[config.mk]
export PLATFORM = sky130hd
export DESIGN_NAME = mc_ctrl_fsm
export DESIGN_NICKNAME = d
export VERILOG_FILES = /design/src/rtl/mc_ctrl_fsm.sv
export SDC_FILE = /design/constraint.sdc
export NUM_CORES = 1
export LEC_CHECK = 0
export ABC_CLOCK_PERIOD_IN_PS = 2680
export CAP_MARGIN = 20
export CORE_AREA = 2 2 57 59
export DETAILED_ROUTE_END_ITERATION = 6
export DIE_AREA = 0 0 59 61
export GPL_ROUTABILITY_DRIVEN = 0
export GPL_TIMING_DRIVEN = 0
export PLACE_DENSITY_LB_ADDON = 0.15
export SLEW_MARGIN = 20
export SYNTH_ARGS = -nofsm -noshare
export SYNTH_HDL_FRONTEND = slang
export SYNTH_SLANG_ARGS = --single-unit
export TNS_END_PERCENT = 5
[constraint.sdc]
create_clock -name clk -period 2.68 [get_ports clk]
set_clock_uncertainty 0.15 [all_clocks]
set_input_delay 0.67 -clock clk [delete_from_list [all_inputs] [get_ports clk]]
set_output_delay 0.67 -clock clk [all_outputs]
set_load 0.05 [all_outputs]
[src/rtl/mc_ctrl_fsm.sv]
// Multi-cycle RV32I control sequencer: one FSM state per instruction phase, driving
// every datapath select/enable and stalling on the req/ready memory port with timeout.
module mc_ctrl_fsm #(
    parameter int unsigned TIMEOUT = 255,
    parameter int unsigned TO_W    = 8
) (
    input  logic       clk,
    input  logic       reset_n,
    input  logic [6:0] opcode,
    input  logic       btaken,
    input  logic       mem_ready,
    output logic       mem_req,
    output logic       mem_write,
    output logic       adr_src,
    output logic       ir_write,
    output logic       pc_write,
    output logic       reg_write,
    output logic [1:0] alu_src_a,
    output logic [1:0] alu_src_b,
    output logic [1:0] alu_op,
    output logic [1:0] result_src,
    output logic [2:0] imm_src,
    output logic       csr_en,
    output logic       trap,
    output logic [3:0] state_o
);

    localparam logic [6:0] OP_LOAD  = 7'b0000011;
    localparam logic [6:0] OP_STORE = 7'b0100011;
    localparam logic [6:0] OP_R     = 7'b0110011;
    localparam logic [6:0] OP_I     = 7'b0010011;
    localparam logic [6:0] OP_BR    = 7'b1100011;
    localparam logic [6:0] OP_JAL   = 7'b1101111;
    localparam logic [6:0] OP_JALR  = 7'b1100111;
    localparam logic [6:0] OP_LUI   = 7'b0110111;
    localparam logic [6:0] OP_AUIPC = 7'b0010111;
    localparam logic [6:0] OP_SYS   = 7'b1110011;

    localparam logic [1:0] A_PC     = 2'b00;
    localparam logic [1:0] A_OLDPC  = 2'b01;
    localparam logic [1:0] A_RS1    = 2'b10;
    localparam logic [1:0] A_ZERO   = 2'b11;
    localparam logic [1:0] B_RS2    = 2'b00;
    localparam logic [1:0] B_IMM    = 2'b01;
    localparam logic [1:0] B_FOUR   = 2'b10;
    localparam logic [1:0] ALU_ADD  = 2'b00;
    localparam logic [1:0] ALU_SUB  = 2'b01;
    localparam logic [1:0] ALU_FUNC = 2'b10;
    localparam logic [1:0] RES_AOUT = 2'b00;
    localparam logic [1:0] RES_MEM  = 2'b01;
    localparam logic [1:0] RES_ALU  = 2'b10;
    localparam logic [1:0] RES_CSR  = 2'b11;
    localparam logic [2:0] IMM_I    = 3'b000;
    localparam logic [2:0] IMM_S    = 3'b001;
    localparam logic [2:0] IMM_B    = 3'b010;
    localparam logic [2:0] IMM_J    = 3'b011;
    localparam logic [2:0] IMM_U    = 3'b100;

    // The wait counter holds the number of cycles already spent waiting, so the
    // access times out on the cycle where that count reaches TIMEOUT-1 unanswered.
    localparam bit              TO_EN   = (TIMEOUT != 0);
    localparam logic [TO_W-1:0] TO_LAST = TO_EN ? TO_W'(TIMEOUT - 1) : '0;

    typedef enum logic [3:0] {
        FETCH  = 4'd0,
        DECODE = 4'd1,
        MEMADR = 4'd2,
        MEMRD  = 4'd3,
        MEMWR  = 4'd4,
        MEMWB  = 4'd5,
        EXER   = 4'd6,
        EXEI   = 4'd7,
        ALUWB  = 4'd8,
        BRANCH = 4'd9,
        JAL    = 4'd10,
        JALR   = 4'd11,
        LUI    = 4'd12,
        AUIPC  = 4'd13,
        CSR    = 4'd14,
        TRAP   = 4'd15
    } state_t;

    typedef struct packed {
        logic       mem_req;
        logic       mem_write;
        logic       adr_src;
        logic       ir_write;
        logic       pc_write;
        logic       reg_write;
        logic [1:0] alu_src_a;
        logic [1:0] alu_src_b;
        logic [1:0] alu_op;
        logic [1:0] result_src;
        logic [2:0] imm_src;
        logic       csr_en;
        logic       trap;
    } ctrl_t;

    state_t          state, state_next;
    logic [TO_W-1:0] wait_cnt, wait_cnt_next;
    logic            mem_phase;
    logic            timed_out;
    ctrl_t           ctrl, ctrl_out;

    assign mem_phase = (state == FETCH) || (state == MEMRD) || (state == MEMWR);
    assign timed_out = TO_EN && mem_phase && !mem_ready && (wait_cnt >= TO_LAST);

    // NOTE: state registers use non-blocking assignments so every flop samples
    // the pre-edge values; reset is synchronous, so it lives inside the clocked branch.
    always_ff @(posedge clk) begin
        if (!reset_n) begin
            state    <= FETCH;
            wait_cnt <= '0;
        end else begin
            state    <= state_next;
            wait_cnt <= wait_cnt_next;
        end
    end

    // Counter only runs while a memory state is stalled; it is zero everywhere else,
    // which gives the clear-on-entry behaviour for FETCH/MEMRD/MEMWR for free.
    always_comb begin
        wait_cnt_next = '0;
        if (mem_phase && !mem_ready) begin
            wait_cnt_next = (&wait_cnt) ? wait_cnt : wait_cnt + TO_W'(1);
        end
    end

    // NOTE: next state defaults to the current state before the case statement,
    // so no path leaves it unassigned and no latch is inferred.
    always_comb begin
        state_next = state;
        case (state)
            FETCH: begin
                if (mem_ready)      state_next = DECODE;
                else if (timed_out) state_next = TRAP;
            end
            DECODE: begin
                case (opcode)
                    OP_LOAD, OP_STORE: state_next = MEMADR;
                    OP_R:              state_next = EXER;
                    OP_I:              state_next = EXEI;
                    OP_BR:             state_next = BRANCH;
                    OP_JAL:            state_next = JAL;
                    OP_JALR:           state_next = JALR;
                    OP_LUI:            state_next = LUI;
                    OP_AUIPC:          state_next = AUIPC;
                    OP_SYS:            state_next = CSR;
                    default:           state_next = TRAP;
                endcase
            end
            MEMADR: state_next = (opcode == OP_STORE) ? MEMWR : MEMRD;
            MEMRD: begin
                if (mem_ready)      state_next = MEMWB;
                else if (timed_out) state_next = TRAP;
            end
            MEMWR: begin
                if (mem_ready)      state_next = FETCH;
                else if (timed_out) state_next = TRAP;
            end
            MEMWB:  state_next = FETCH;
            EXER:   state_next = ALUWB;
            EXEI:   state_next = ALUWB;
            ALUWB:  state_next = FETCH;
            BRANCH: state_next = FETCH;
            JALR:   state_next = JAL;
            JAL:    state_next = ALUWB;
            LUI:    state_next = ALUWB;
            AUIPC:  state_next = ALUWB;
            CSR:    state_next = FETCH;
            TRAP:   state_next = TRAP;
            default: state_next = TRAP;
        endcase
    end

    always_comb begin
        ctrl = '0;
        case (state)
            FETCH: begin
                ctrl.mem_req    = 1'b1;
                ctrl.adr_src    = 1'b0;
                ctrl.alu_src_a  = A_PC;
                ctrl.alu_src_b  = B_FOUR;
                ctrl.alu_op     = ALU_ADD;
                ctrl.result_src = RES_ALU;
                ctrl.ir_write   = mem_ready;
                ctrl.pc_write   = mem_ready;
            end
            DECODE: begin
                ctrl.alu_src_a = A_OLDPC;
                ctrl.alu_src_b = B_IMM;
                ctrl.alu_op    = ALU_ADD;
                if (opcode == OP_BR)       ctrl.imm_src = IMM_B;
                else if (opcode == OP_JAL) ctrl.imm_src = IMM_J;
                else                       ctrl.imm_src = IMM_I;
            end
            MEMADR: begin
                ctrl.alu_src_a = A_RS1;
                ctrl.alu_src_b = B_IMM;
                ctrl.imm_src   = (opcode == OP_STORE) ? IMM_S : IMM_I;
            end
            MEMRD: begin
                ctrl.mem_req = 1'b1;
                ctrl.adr_src = 1'b1;
            end
            MEMWR: begin
                ctrl.mem_req   = 1'b1;
                ctrl.mem_write = 1'b1;
                ctrl.adr_src   = 1'b1;
            end
            MEMWB: begin
                ctrl.result_src = RES_MEM;
                ctrl.reg_write  = 1'b1;
            end
            EXER: begin
                ctrl.alu_src_a = A_RS1;
                ctrl.alu_src_b = B_RS2;
                ctrl.alu_op    = ALU_FUNC;
            end
            EXEI: begin
                ctrl.alu_src_a = A_RS1;
                ctrl.alu_src_b = B_IMM;
                ctrl.alu_op    = ALU_FUNC;
            end
            ALUWB: begin
                ctrl.result_src = RES_AOUT;
                ctrl.reg_write  = 1'b1;
            end
            BRANCH: begin
                ctrl.alu_src_a  = A_RS1;
                ctrl.alu_src_b  = B_RS2;
                ctrl.alu_op     = ALU_SUB;
                ctrl.result_src = RES_AOUT;
                ctrl.pc_write   = btaken;
            end
            JALR: begin
                ctrl.alu_src_a = A_RS1;
                ctrl.alu_src_b = B_IMM;
                ctrl.imm_src   = IMM_I;
            end
            // ALUOut already holds the jump target; the ALU forms OldPC+4 for ALUWB.
            JAL: begin
                ctrl.alu_src_a  = A_OLDPC;
                ctrl.alu_src_b  = B_FOUR;
                ctrl.result_src = RES_AOUT;
                ctrl.pc_write   = 1'b1;
            end
            LUI: begin
                ctrl.alu_src_a = A_ZERO;
                ctrl.alu_src_b = B_IMM;
                ctrl.imm_src   = IMM_U;
            end
            AUIPC: begin
                ctrl.alu_src_a = A_OLDPC;
                ctrl.alu_src_b = B_IMM;
                ctrl.imm_src   = IMM_U;
            end
            CSR: begin
                ctrl.csr_en     = 1'b1;
                ctrl.reg_write  = 1'b1;
                ctrl.result_src = RES_CSR;
            end
            TRAP:    ctrl.trap = 1'b1;
            default: ctrl.trap = 1'b1;
        endcase
    end

    // Reset masks every output immediately, even in the middle of a memory access.
    assign ctrl_out = reset_n ? ctrl : '0;
    assign state_o  = reset_n ? state : FETCH;

    assign mem_req    = ctrl_out.mem_req;
    assign mem_write  = ctrl_out.mem_write;
    assign adr_src    = ctrl_out.adr_src;
    assign ir_write   = ctrl_out.ir_write;
    assign pc_write   = ctrl_out.pc_write;
    assign reg_write  = ctrl_out.reg_write;
    assign alu_src_a  = ctrl_out.alu_src_a;
    assign alu_src_b  = ctrl_out.alu_src_b;
    assign alu_op     = ctrl_out.alu_op;
    assign result_src = ctrl_out.result_src;
    assign imm_src    = ctrl_out.imm_src;
    assign csr_en     = ctrl_out.csr_en;
    assign trap       = ctrl_out.trap;

endmodule
# ---- After elaboration in Yosys (flattened, before gate mapping)
# Cells that the tools add are included.
dict set report totals {
  register_bits 12
  in_bits 11
  out_inout_bits 23
  wordCells 72
}
dict set report classes {
  addsub 1
  order_cmp 1
  n_eq_ne 25
  muxes 24
  n_reduce_logical 19
}
# cell n
set op_table {}
lappend op_table {{4-bit one-hot mux with 9 select lines} 2}
lappend op_table {{4-bit equality test, second input constant} 8}
lappend op_table {{7-bit equality test, second input constant} 4}
lappend op_table {{4-bit one-hot mux with 6 select lines} 1}
lappend op_table {{7-bit by 6-bit equality test with 1-bit output, second input constant} 3}
lappend op_table {{4-bit 2-to-1 mux} 5}
lappend op_table {{19-bit 2-to-1 mux} 1}
lappend op_table {{4-bit by 3-bit equality test with 1-bit output, second input constant} 4}
lappend op_table {{7-bit by 5-bit equality test with 1-bit output, second input constant} 2}
lappend op_table {{2-bit OR reduction} 6}
lappend op_table {{3-bit one-hot mux with 3 select lines} 1}
lappend op_table {{3-bit OR reduction} 3}
lappend op_table {{8-bit by 1-bit adder with 8-bit output, second input constant} 1}
lappend op_table {{4-bit by 2-bit equality test with 1-bit output, second input constant} 2}
lappend op_table {{8-bit greater-or-equal comparator, second input constant} 1}
lappend op_table {{1-bit 2-to-1 mux} 8}
lappend op_table {{8-bit AND reduction} 1}
lappend op_table {{7-bit by 2-bit equality test with 1-bit output, second input constant} 1}
lappend op_table {{3-bit 2-to-1 mux} 2}
lappend op_table {{2-bit one-hot mux with 3 select lines} 1}
lappend op_table {{5-bit OR reduction} 1}
lappend op_table {{4-bit by 1-bit equality test with 1-bit output, second input constant} 1}
lappend op_table {{4-bit zero test} 1}
lappend op_table {{2-bit one-hot mux with 2 select lines} 1}
lappend op_table {{other kinds (7)} 9}

# ---- Logic depth before layout (Yosys ltp)
dict set report depth {
  ltp_word 8
  depth_mapped 6
  ltp_nobuf 6
}

# ---- Worst setup path after synthesis
# Ideal clock, no wire load.
dict set report synth_timing {
  kind {flip-flop to output port}
  start {register state[1]}
  end {output imm_src[1]}
  arrival_ps 2415
  required_ps 1860
  path_slack_ps -555
  stages_incl_launch_ff 5
  n_path_buf 1
  cell_sequence {dfxtp_1 > buf_2 > nor2b_1 > nand3_1 > nor4_1}
}
dict set report synth_via {
  elab_chain_cells 4
  word_cells_on_any_way 7
  cone_classes {4 x eq/ne; 2 x mux; 1 x reduce/logical}
}
# item line_no
set synth_rtl {}
lappend synth_rtl {{from (decl)} 99} ;# state_t state, state_next;
lappend synth_rtl {{from (signal assigned)} 115} ;# state <= state_next;
lappend synth_rtl {{4-bit equality test} 178} ;# case (state)
lappend synth_rtl {{2-bit OR reduction (no line)} -}
lappend synth_rtl {{3-bit one-hot mux with 3 select lines *} 178}
lappend synth_rtl {{19-bit 2-to-1 mux *} 269} ;# assign ctrl_out = reset_n ? ctrl : '0;
lappend synth_rtl {{to (decl)} 22} ;# output logic [2:0] imm_src,
# Mark *: on every way between the ends. The rest lies on a longest branch, timed or not.

# ---- Final worst setup path
dict set report layout_timing {
  start {input opcode[2]}
  end {output imm_src[0]}
}
dict set report layout_via {
  elab_chain_cells 5
  word_cells_on_any_way 8
  cone_classes {3 x eq/ne; 5 x mux}
}
# item line_no
set layout_rtl {}
lappend layout_rtl {{from (decl)} 9} ;# input logic [6:0] opcode,
lappend layout_rtl {{7-bit equality test} 194} ;# else if (opcode == OP_JAL) ctrl.imm_src = IMM_J;
lappend layout_rtl {{2-bit 2-to-1 mux} 194}
lappend layout_rtl {{3-bit 2-to-1 mux} 193} ;# if (opcode == OP_BR) ctrl.imm_src = IMM_B;
lappend layout_rtl {{3-bit one-hot mux with 3 select lines *} 178}
lappend layout_rtl {{19-bit 2-to-1 mux *} 269}
# Marked as above.

==> qor.yml <==
run_status: "finished, violations left"
violations: "negative setup slack"
vias: 1322
period_share_pct: 107
first_pass_iters: 4
utilization_pct: 53.8
critPathRequiredTime_ns: 1.86
synth_top_family_by_area: "simple AND/OR/NAND/NOR gates"
p_per_area_nw_per_um2: 933
timing.max_cap.violations: 0
crit_chain: "buf_8 > or4b_4 > or4_4 > a21oi_4 > buf_6"
cts_tree: "yes"
fmax_mhz: 349
hpwl_mm: 2.65
ant_nets: 0
setup_viol: 1
cts_buffers: 3
yosysUniqueCellTypes: 43
worst-path-buf-inv: 2
grt_overflow: 0
rows: 20
irDropWorstVdd_uv: 387
core_um2: 2950
area.growth.synth_to_final_pct: 41.0
fin_area_um2: 1590
placed_cell_area_um2: 1530
grt_use_met1_pct: 22.4
cp_top_family: "simple AND/OR/NAND/NOR gates"
synth_cells: 159
slew_violations: 0
vias_per_cell: 5.70
pre_cts_ws_ns: -1.36
die_area_um2: 3600
synth_area_leader_cell: "dfxtp_1"
antenna_found_initial: 0
grt_pass1_wl_mm: 5.72
cts_root_buffer: "clkbuf_4"
cp_slowest_cell: "or4b_4"
ctsHtreeMaxLevel: 1
grtUsageMet3_pct: 3.20
max-slew-margin-rel_pct: 66.5
setup_tns_ns: -0.183
synth-seq-cells: 12
critPathArrivalTime_ns: 2.04
seq_area_frac_synth_pct: 21.3
top_usage_layer: "met2"
yosysTopAreaCellShare_pct: 21.3
max_stage_delay_ns: 0.53
synth_nets: 172
io_pins: 34
synthMuxAreaShare_pct: 2.78
clk_latency_ns: 0.27
cp.depth: 5
final_cell_mix: "nand2_1, nor2_1, a21oi_1, clkdlybuf4s15_2, dfxtp_1"
grt_max_degree: 11
placedCellCount: 225
n_fill_cell: 316
antenna_cells: 0
synth_simple_gate_area_share_pct: 36.2
layout_commonest_cell: "nand2_1"
setup_slack_ns: -0.183
ys_warn_count: 0
clock_path_buffers: 2
synth-adder-area-share_pct: 2.22
power_leakage_nw: 0.648
die_x_um: 59
final-instance-count-excl-fill: 232
grt_use_total_pct: 20.3
clk_pin_slew_worst_paths_ns: 0.07
rsz0062_at_grt: "true"
drc: 0
netlist_area_um2: 1130
cp-startpoint: "opcode[2]"
synth_area_leaders: "dfxtp_1, a21oi_1, nand2_1, nor2_1, nor2b_1"
hold_viol: 0
drive_gt1_share_pct: 27.1
wl_per_cell_um: 15.0
die_h_um: 61
worstRegToRegCells: 5
grt_pass1_vias: 1312
synth-xor-area-share_pct: 4.67
met2_usage_pct: 39.0
rrSetupSlack_ns: 0.94
drt_iter0_markers: 37
crit_fanout: 2
hp-class: "reg2reg"
synth_compound_area_share_pct: 28.6
hold_start: "wait_cnt[7]"
routed_wl_mm: 3.47
cts.sinks: 12
cp-start-kind: "input port"
syn_avg_cell_area_um2: 7.08
endpoint_kind: "output pin"
tightest_slew_ns: 0.499
initial_core_util_pct: 38.1
r2r-start: "wait_cnt[1]"
path_class: "in2out"
finalCriticalPeriod_ns: 2.86
nets: 213
io_buffers: 33
hold_depth: 2
## path summary, 6_finish.rpt
check,end
setup / recovery,imm_src[0]
hold / removal,wait_cnt[7]
setup reg to reg,wait_cnt[1]
hold reg to reg,wait_cnt[7]
## synthesized netlist by cell type
master    instances
a32oi_1           1
or2_0             1
o31a_1            1
nor2b_1           8
dfxtp_1          12
xnor2_1           4
or3_1             2
o211ai_1          3
or4_1             1
nand2b_1          1
nor4_1            1
o21ai_1           1
ha_1              2
or2_2             1
a31oi_1           2
and2_1            6
nand3_1           6
o21ai_0           7
o31ai_1           3
inv_1             5
a22oi_1           1
a21oi_1          13
nor2_1           14
mux2_2            1
nand2_1          14
and3b_1           1
or4b_4            1
buf_2             2
a221oi_1          1
nand4_1           1
and3_1            5
a211oi_1          2
xor2_1            2
clkbuf_1          5
a21boi_0          2
a21o_1            3
mux2i_1           2
o21ba_2           1
o311ai_0          3
a211o_1           3
nor3_1            7
nand3b_1          6
o211a_1           1
## state kept, by name, summed over array words and instances, names as in the netlist
| name | cells |
|---|---|
| wait_cnt | 8 |
| state | 4 |
## final cells by class
type	instances	area, µm²	share of cell area (%)
flip-flops and latches	12	241	15.2
multi-input cells	135	887	55.9
well taps	33	41.3	2.60
inverters	5	18.8	1.18
clock buffers	4	36.3	2.29
plain buffers	7	36.3	2.29
repair buffers	36	327	20.6
## worst reg2reg max path, delay by kind of cell, from the launching register on
kind | cells | cell delay (ns)
AOI/OAI and AO/OA | 1 | 0.25
DFF | 1 | 0.41
adders and majority gates | 1 | 0.21
and+or+nand+nor | 2 | 0.47
buffers and inverters | 1 | 0.17
## per-layer routing
metal	vias to the layer above	wire length [µm]
met1	621	1480
met2	26	1810
met3	6	134
met4	0	44
met5	-	0
li1	669	-
## kinds of logic after synthesis
logic type / Yosys count
fa+ha+maj: 2
xor+xnor: 6
simple gates: 76
compound gates: 48
flops: 12
mux: 3
buf+inv: 12
## report_power, final
group | internal (mW) | switching [mW]
Clock | 0.0825 | 0.0586
Sequential | 0.213 | 0.0421
Combinational | 0.360 | 0.725
## repair_timing
action                     in CTS  in global routing
setup buffers                   3                  0
hold buffers                    0                  0
pin swaps                       3                  3
setup endpoints to repair      23                 20
gates resized for setup       117                 19
## through the flow
stage | power (mW) | hold WS (ns)
3_3_place_gp | 1.33 | 0.377
3_5_place_dp | 1.34 | 0.393
4_1_cts | 1.46 | 0.425
2_1_floorplan | 1.03 | 0.346
5_1_grt | 1.58 | 0.460
6_report | 1.48 | 0.416
(Power assumes the default switching activity.)
